[src/rtl/register_file_mp_pkg.sv]
`default_nettype none
// ============================================================================
// Module      : register_file_mp_pkg
// Description : Shared definitions for the multi-ported register file, its
//               read ports and the decode/writeback stages that slice the
//               flattened port buses.
//                 - idx_width()  : register-index width for a register count
//                 - ZERO_IDX     : index of the hardwired zero register
//                 - rd/wr slice helpers give the LSB of port p in a bus
// Revision    : 1.0 - initial release
// ============================================================================
package register_file_mp_pkg;

  localparam int ZERO_IDX = 0;

  // Width of a register index. Clamped to 1 so a degenerate count still
  // produces a legal vector.
  function automatic int idx_width(input int count);
    return (count > 1) ? $clog2(count) : 1;
  endfunction

  // LSB of port p in a flattened bus of per-port fields of width w.
  function automatic int port_lsb(input int p, input int w);
    return p * w;
  endfunction

endpackage : register_file_mp_pkg
`default_nettype wire

[src/rtl/rf_read_port.sv]
`default_nettype none
// ============================================================================
// Module      : rf_read_port
// Description : One combinational read port of register_file_mp. Selects the
//               addressed register, forwards same-cycle write data when
//               bypass is enabled (highest write port wins), forces index 0
//               to zero when the zero register is enabled, and reports the
//               scoreboard bit with bypass wakeup applied.
// Ports       : rd_reg  - register index to read
//               regs    - current storage contents
//               busy    - current scoreboard vector
//               wr_*    - this cycle's write ports (already reset-gated)
//               rd_data - read data
//               rd_busy - busy bit of the addressed register after wakeup
// Revision    : 1.0 - initial release
// ============================================================================
module rf_read_port
  import register_file_mp_pkg::*;
#(
  parameter int REG_W     = 32,
  parameter int REG_COUNT = 32,
  parameter int WR_PORTS  = 1,
  parameter int BYPASS    = 1,
  parameter int ZERO_REG  = 1,
  parameter int IDX_W     = 5
) (
  input  logic [IDX_W-1:0]                   rd_reg,
  input  logic [REG_COUNT-1:0][REG_W-1:0]    regs,
  input  logic [REG_COUNT-1:0]               busy,
  input  logic [WR_PORTS-1:0]                wr_en,
  input  logic [WR_PORTS*IDX_W-1:0]          wr_reg,
  input  logic [WR_PORTS*REG_W-1:0]          wr_data,
  output logic [REG_W-1:0]                   rd_data,
  output logic                               rd_busy
);

  localparam logic [IDX_W-1:0] ZERO_ADDR = IDX_W'(ZERO_IDX);

  logic             hit;
  logic [REG_W-1:0] sel_data;

  always_comb begin
    hit      = 1'b0;
    sel_data = regs[rd_reg];
    if (BYPASS != 0) begin
      // Ascending scan so the highest-numbered matching port is the last
      // assignment and therefore wins.
      for (int w = 0; w < WR_PORTS; w++) begin
        if (wr_en[w] && (wr_reg[port_lsb(w, IDX_W) +: IDX_W] == rd_reg)) begin
          hit      = 1'b1;
          sel_data = wr_data[port_lsb(w, REG_W) +: REG_W];
        end
      end
    end
    rd_busy = busy[rd_reg] & ~hit;
    rd_data = sel_data;
    // Zero register overrides everything, including bypassed data.
    if ((ZERO_REG != 0) && (rd_reg == ZERO_ADDR)) begin
      rd_data = '0;
      rd_busy = 1'b0;
    end
  end

endmodule : rf_read_port
`default_nettype wire

[src/rtl/register_file_mp.sv]
`default_nettype none
// ============================================================================
// Module      : register_file_mp
// Description : Parametrised multi-ported register file with RD_PORTS
//               combinational read ports, WR_PORTS synchronous write ports,
//               optional write-to-read bypass, optional hardwired zero
//               register and a per-register busy scoreboard.
// Ports       : clk      - rising-edge clock
//               aresetn  - asynchronous active-low reset
//               rd_reg   - read indices, port p at [p*IDX_W +: IDX_W]
//               rd_data  - read data,    port p at [p*REG_W +: REG_W]
//               rd_busy  - scoreboard bit per read port, after wakeup
//               wr_en    - per-port write enable
//               wr_reg   - write indices
//               wr_data  - write data
//               rsv_en   - reserve a destination register
//               rsv_reg  - register to mark busy
//               busy     - registered scoreboard vector
// Revision    : 1.0 - initial release
// ============================================================================
module register_file_mp
  import register_file_mp_pkg::*;
#(
  parameter int REG_W     = 32,
  parameter int REG_COUNT = 32,
  parameter int RD_PORTS  = 2,
  parameter int WR_PORTS  = 1,
  parameter int BYPASS    = 1,
  parameter int ZERO_REG  = 1,
  localparam int IDX_W    = idx_width(REG_COUNT)
) (
  input  logic                        clk,
  input  logic                        aresetn,
  input  logic [RD_PORTS*IDX_W-1:0]   rd_reg,
  output logic [RD_PORTS*REG_W-1:0]   rd_data,
  output logic [RD_PORTS-1:0]         rd_busy,
  input  logic [WR_PORTS-1:0]         wr_en,
  input  logic [WR_PORTS*IDX_W-1:0]   wr_reg,
  input  logic [WR_PORTS*REG_W-1:0]   wr_data,
  input  logic                        rsv_en,
  input  logic [IDX_W-1:0]            rsv_reg,
  output logic [REG_COUNT-1:0]        busy
);

  logic [REG_COUNT-1:0][REG_W-1:0] regs_q, regs_d;
  logic [REG_COUNT-1:0]            busy_q, busy_d;
  logic [WR_PORTS-1:0]             wr_en_gated;

  // Keeps bypassed write data off the read ports while reset is held, so
  // every read returns zero during reset.
  assign wr_en_gated = wr_en & {WR_PORTS{aresetn}};

  // --------------------------------------------------------------------------
  // Next state: writes in ascending port order (highest port wins), each
  // write wakes its register, then a reservation re-marks busy so a newly
  // issued producer is not lost to an older writeback in the same cycle.
  // --------------------------------------------------------------------------
  always_comb begin
    regs_d = regs_q;
    busy_d = busy_q;
    for (int w = 0; w < WR_PORTS; w++) begin
      if (wr_en[w]) begin
        regs_d[wr_reg[port_lsb(w, IDX_W) +: IDX_W]] = wr_data[port_lsb(w, REG_W) +: REG_W];
        busy_d[wr_reg[port_lsb(w, IDX_W) +: IDX_W]] = 1'b0;
      end
    end
    if (rsv_en) begin
      busy_d[rsv_reg] = 1'b1;
    end
    if (ZERO_REG != 0) begin
      regs_d[ZERO_IDX] = '0;
      busy_d[ZERO_IDX] = 1'b0;
    end
  end

  always_ff @(posedge clk or negedge aresetn) begin
    if (!aresetn) begin
      regs_q <= '0;
      busy_q <= '0;
    end else begin
      regs_q <= regs_d;
      busy_q <= busy_d;
    end
  end

  assign busy = busy_q;

  // --------------------------------------------------------------------------
  // Read ports
  // --------------------------------------------------------------------------
  for (genvar p = 0; p < RD_PORTS; p++) begin : g_rd_port
    rf_read_port #(
      .REG_W     (REG_W),
      .REG_COUNT (REG_COUNT),
      .WR_PORTS  (WR_PORTS),
      .BYPASS    (BYPASS),
      .ZERO_REG  (ZERO_REG),
      .IDX_W     (IDX_W)
    ) u_rd_port (
      .rd_reg  (rd_reg[p*IDX_W +: IDX_W]),
      .regs    (regs_q),
      .busy    (busy_q),
      .wr_en   (wr_en_gated),
      .wr_reg  (wr_reg),
      .wr_data (wr_data),
      .rd_data (rd_data[p*REG_W +: REG_W]),
      .rd_busy (rd_busy[p])
    );
  end : g_rd_port

endmodule : register_file_mp
`default_nettype wire
[config.mk]
export PLATFORM = sky130hd
export DESIGN_NAME = register_file_mp
export DESIGN_NICKNAME = d
export VERILOG_FILES = /design/src/rtl/register_file_mp_pkg.sv /design/src/rtl/rf_read_port.sv /design/src/rtl/register_file_mp.sv
export SDC_FILE = /design/constraint.sdc
export NUM_CORES = 2
export LEC_CHECK = 0
export BUFFER_PORTS_ARGS = -buffer_cell sky130_fd_sc_hd__buf_2
export CORE_MARGIN = 2
export CORE_UTILIZATION = 50
export DETAILED_ROUTE_END_ITERATION = 6
export HOLD_SLACK_MARGIN = 0.02
export PLACE_DENSITY_LB_ADDON = 0.2
export SLEW_MARGIN = 20
export SYNTH_ARGS = -nofsm -noshare
export SYNTH_HDL_FRONTEND = slang
export SYNTH_HIERARCHICAL = 1
export SYNTH_SLANG_ARGS = --single-unit
[constraint.sdc]
create_clock -name clk -period 2.6 [get_ports clk]
set_clock_uncertainty 0.2 [all_clocks]
set_input_delay 0.39 -clock clk [delete_from_list [all_inputs] [get_ports clk]]
set_output_delay 0.39 -clock clk [all_outputs]
set_load 0.005 [all_outputs]
==> results.md <==
- Area leader, netlist: dfrtp_1
- Num CTS Buffers: 115
- Via count: 40200
- Leakage power: 30.2 nW
- DR WL/cell: 30.6 µm
- Worst Tran Pin Value: 1.06 ns
- Total core area: roughly 110000 µm²
- Part of the power in the clock network: 0.335
- Post-Syn Instances: 3923
- Buf+Inv Stages, Crit Path: 1
- Switch share: 0.279
- Die X-Extent: between 300 and 400 µm
- Finish-stage setup viols: 66
- Synth Area in Adders: 0
- Detailed-route wire length: 185000 µm
- Layout cells sized above 1: 0.572
- Startpoint Class: flip-flop
- Root buffer cell: clkbuf_16
- Sw power: 0.0138 W
- Cell internal pwr: 0.0357 W
- Commonest cells in the netlist: 1048 x mux2_2, 1023 x dfrtp_1, 392 x mux4_2
- Fill cells: about 8600
- Avg Cell Area, Syn: 14.3 µm²
- Layout Nets: 4500
- Clock Path Buffers: 3
- Synth top area share: 0.455
- GR Overflow Total: 0
- Fin. Hold Viols: 0
- Setup tns final: -24.88 ns
- Worst Hold Slack: approximately 0.12 ns
- Seq cells post-synth: approximately 1000
- Crit Path Max Fanout: 3
- CP Cell Sequence: mux4_2 -> nor2b_1 -> a211oi_2 -> a21oi_1 -> a221o_1 -> buf_2
- Post-synth EDFFs: 0
- Final Max Slew Viols: 0
- RSZ-0062 raised after global routing: true
- Most numerous cell in the Yosys netlist: mux2_2
- Max cap viols: 0
- Chip height: roughly 340 µm
- Main combinational cell family by area after synthesis: multiplexers
- Crit path largest cell delay: 0.46 ns
- Arrival time worst endpoint: 2.55 ns
- Placed inst area: 62900 µm²
- Starting DRT DRC Count: 4035
- Crit-path slowest cell: mux4_2
- Multi-input gate area: 30000 µm²
- Post-synthesis simple-gate area fraction: 0.0240
- Synth top area cells: dfrtp_1 45%, mux2_2 21%, mux4_2 16%, mux2i_1 4.2%, buf_2 1.5%
- Critical path type: reg2out
- Worst Path Required: 2.01 ns
- First drt pass iteration count: 7
- Gr usage total: 0.318
- CP Capture Type: output port
- DR vias/cell: ~6.7
- Compound-Gate Fraction of Synth Area: 0.0718
- Clock slew at reported path FFs: roughly 0.06 ns
- Cell family with most CP delay: compound AO/OA/AOI/OAI gates
- Rows: ~120
- Worst setup margin: -0.542 ns
- Power consumption: 0.0495 W
- Failing checks: design-rule violations, negative setup slack
- Area Growth Syn to Fin: 21.8%
- Initial antenna violation count: 3
- # port buffers: 152
- Comb power frac: 0.231
- Post-synthesis cell type count: ~60
- Slew margin rel.: 0.282
- Fin crit share: 1.21
- Clock network latency to the later pin of the worst-skew pair: 0.71 ns
- # clock sinks: 1023
- Starting Density: 0.502
- Pwr/cell area: ~720 nW/µm²
- Largest net degree at the start of global routing: 152
- Hold Crit Class: in2reg
- Post-route cell area: 68500 µm²
- Final HPWL DP: 120000 µm
- Die ar.: ~120000 µm²
- Ys flop type: dfrtp_1
- Max Clock Freq: 318 MHz
- Mux cell area share after synthesis: 0.409
- DRC: 1
- Global-route wire length before repair: 273000 µm
- FFs w/ async S/R, synth: 1.00
- Yosys synthesis warning count: 6
- Ports: 154
- Register area share after synthesis: 0.455
- CTS tree: built
- Post-Synth XOR/XNOR Area: 0.00182
- Reg power frac: 0.433
- Htree depth: 3
- Placer congestion estimate: 0.873
- Post-Syn Area: 56300 µm²
- Final worst path period need: 3.14 ns
- Status: finished, violations left
- Peak VDD IR: between 0.6 and 0.7 mV
- Antenna-violating nets left: 0
- Register area: 25600 µm²
- Vias in the first global route: 40700
==> stage by stage <==
step                      worst slack (ns)  utilization  std cells
after CTS                           -0.580        0.608       6020
after global routing                -0.587        0.612       6037
after floorplan                     0.0238            -       3989
final                               -0.542        0.612       6039
after detailed placement            -0.463        0.561       5744
after global placement              -0.477        0.561       5744
==> cells by family (layout without fill, tap and decap cells) <==
kind of cell / Yosys count / after routing
flip-flops: 1023 / 1023
multiplexers: 1678 / 1678
buffers and inverters: 423 / 971
other: 1 / 69
AO/OA/AOI/OAI: 537 / 537
AND/OR/NAND/NOR: 251 / 251
XOR/XNOR: 10 / 10
==> registers in the layout, summed over array words and instances, names as in the netlist <==
| signal | flops |
|---|---|
| regs_q | 992 |
| busy | 31 |
==> layout make-up <==
class / count / share of cell area
clock buffer: 170 / 0.0491
inverter: 7 / 0.000383
timing repair buffer: 754 / 0.105
antenna: 2 / 0.0000730
sequential: 1023 / 0.374
clock inverter: 40 / 0.00672
multi-input combinational: 2543 / 0.438
tap: 1500 / 0.0274
==> per-layer routing <==
metal | vias up | global-route usage | part of all wire
met1 | 21600 | 0.466 | 0.43
met2 | 1800 | 0.479 | 0.45
met5 | - | 0 | 0.00013
met4 | 4 | 0.111 | 0.035
li1 | 16400 | - | -
met3 | 378 | 0.0586 | 0.081
==> layout by cell type, fill, tap and decap left out, types with 34 or more instances in the layout <==
| cell type | instances |
|---|---|
| buf_12 | 133 |
| a221o_1 | 65 |
| mux2i_1 | 235 |
| mux4_2 | 392 |
| a221oi_1 | 41 |
| buf_2 | 143 |
| clkbuf_16 | 118 |
| conb_1 | 67 |
| a21oi_2 | 34 |
| o22ai_1 | 42 |
| a22oi_2 | 59 |
| dlygate4sd3_1 | 37 |
| a22o_1 | 41 |
| mux2_2 | 1048 |
| nand2_1 | 60 |
| dfrtp_1 | 1023 |
| buf_4 | 424 |
==> worst reg2reg max path, stage by stage (launching register included) <==
cell and delay, ns:
dfrtp_1 0.40, buf_4 0.14, buf_4 0.13, inv_1 0.05
o22ai_1 0.06, dlygate4sd3_1 0.58
==> path summary, 6_finish.rpt <==
path | from | endpoint | slack (ns) | cells after the start
min in group asynchronous | aresetn | regs_q[248] | 0.22 | 4
max in group asynchronous | aresetn | regs_q[394] | 0.59 | 5
max reg2reg | busy[28] | busy[28] | 0.93 | 5
min | wr_data[17] | regs_q[561] | 0.12 | 3
max | regs_q[98] | rd_data[2] | -0.54 | 6
min reg2reg | regs_q[657] | regs_q[657] | 0.32 | 1
==> what timing repair did <==
| item | CTS | global route |
|---|---|---|
| hold buffers | 37 | 0 |
| pin swaps | 174 | 35 |
| gates resized for setup | 169 | 60 |
| cloned | 0 | 2 |
| endpoints found under the hold margin | 467 | 0 |
| setup buffers | 34 | 16 |
| setup endpoints to repair | 66 | 66 |
==> power by group through the flow <==
stage / Sequential [W] / Clock, W / Combinational (W)
global placement: 0.0214 / 0 / 0.0103
floorplan: 0.0208 / 0 / 0.00761
global route: 0.0218 / 0.0175 / 0.0122
detailed placement: 0.0216 / 0 / 0.0106
finish: 0.0215 / 0.0166 / 0.0115
CTS: 0.0213 / 0.0168 / 0.0112
Note: power is estimated with default switching activity, not from simulation.
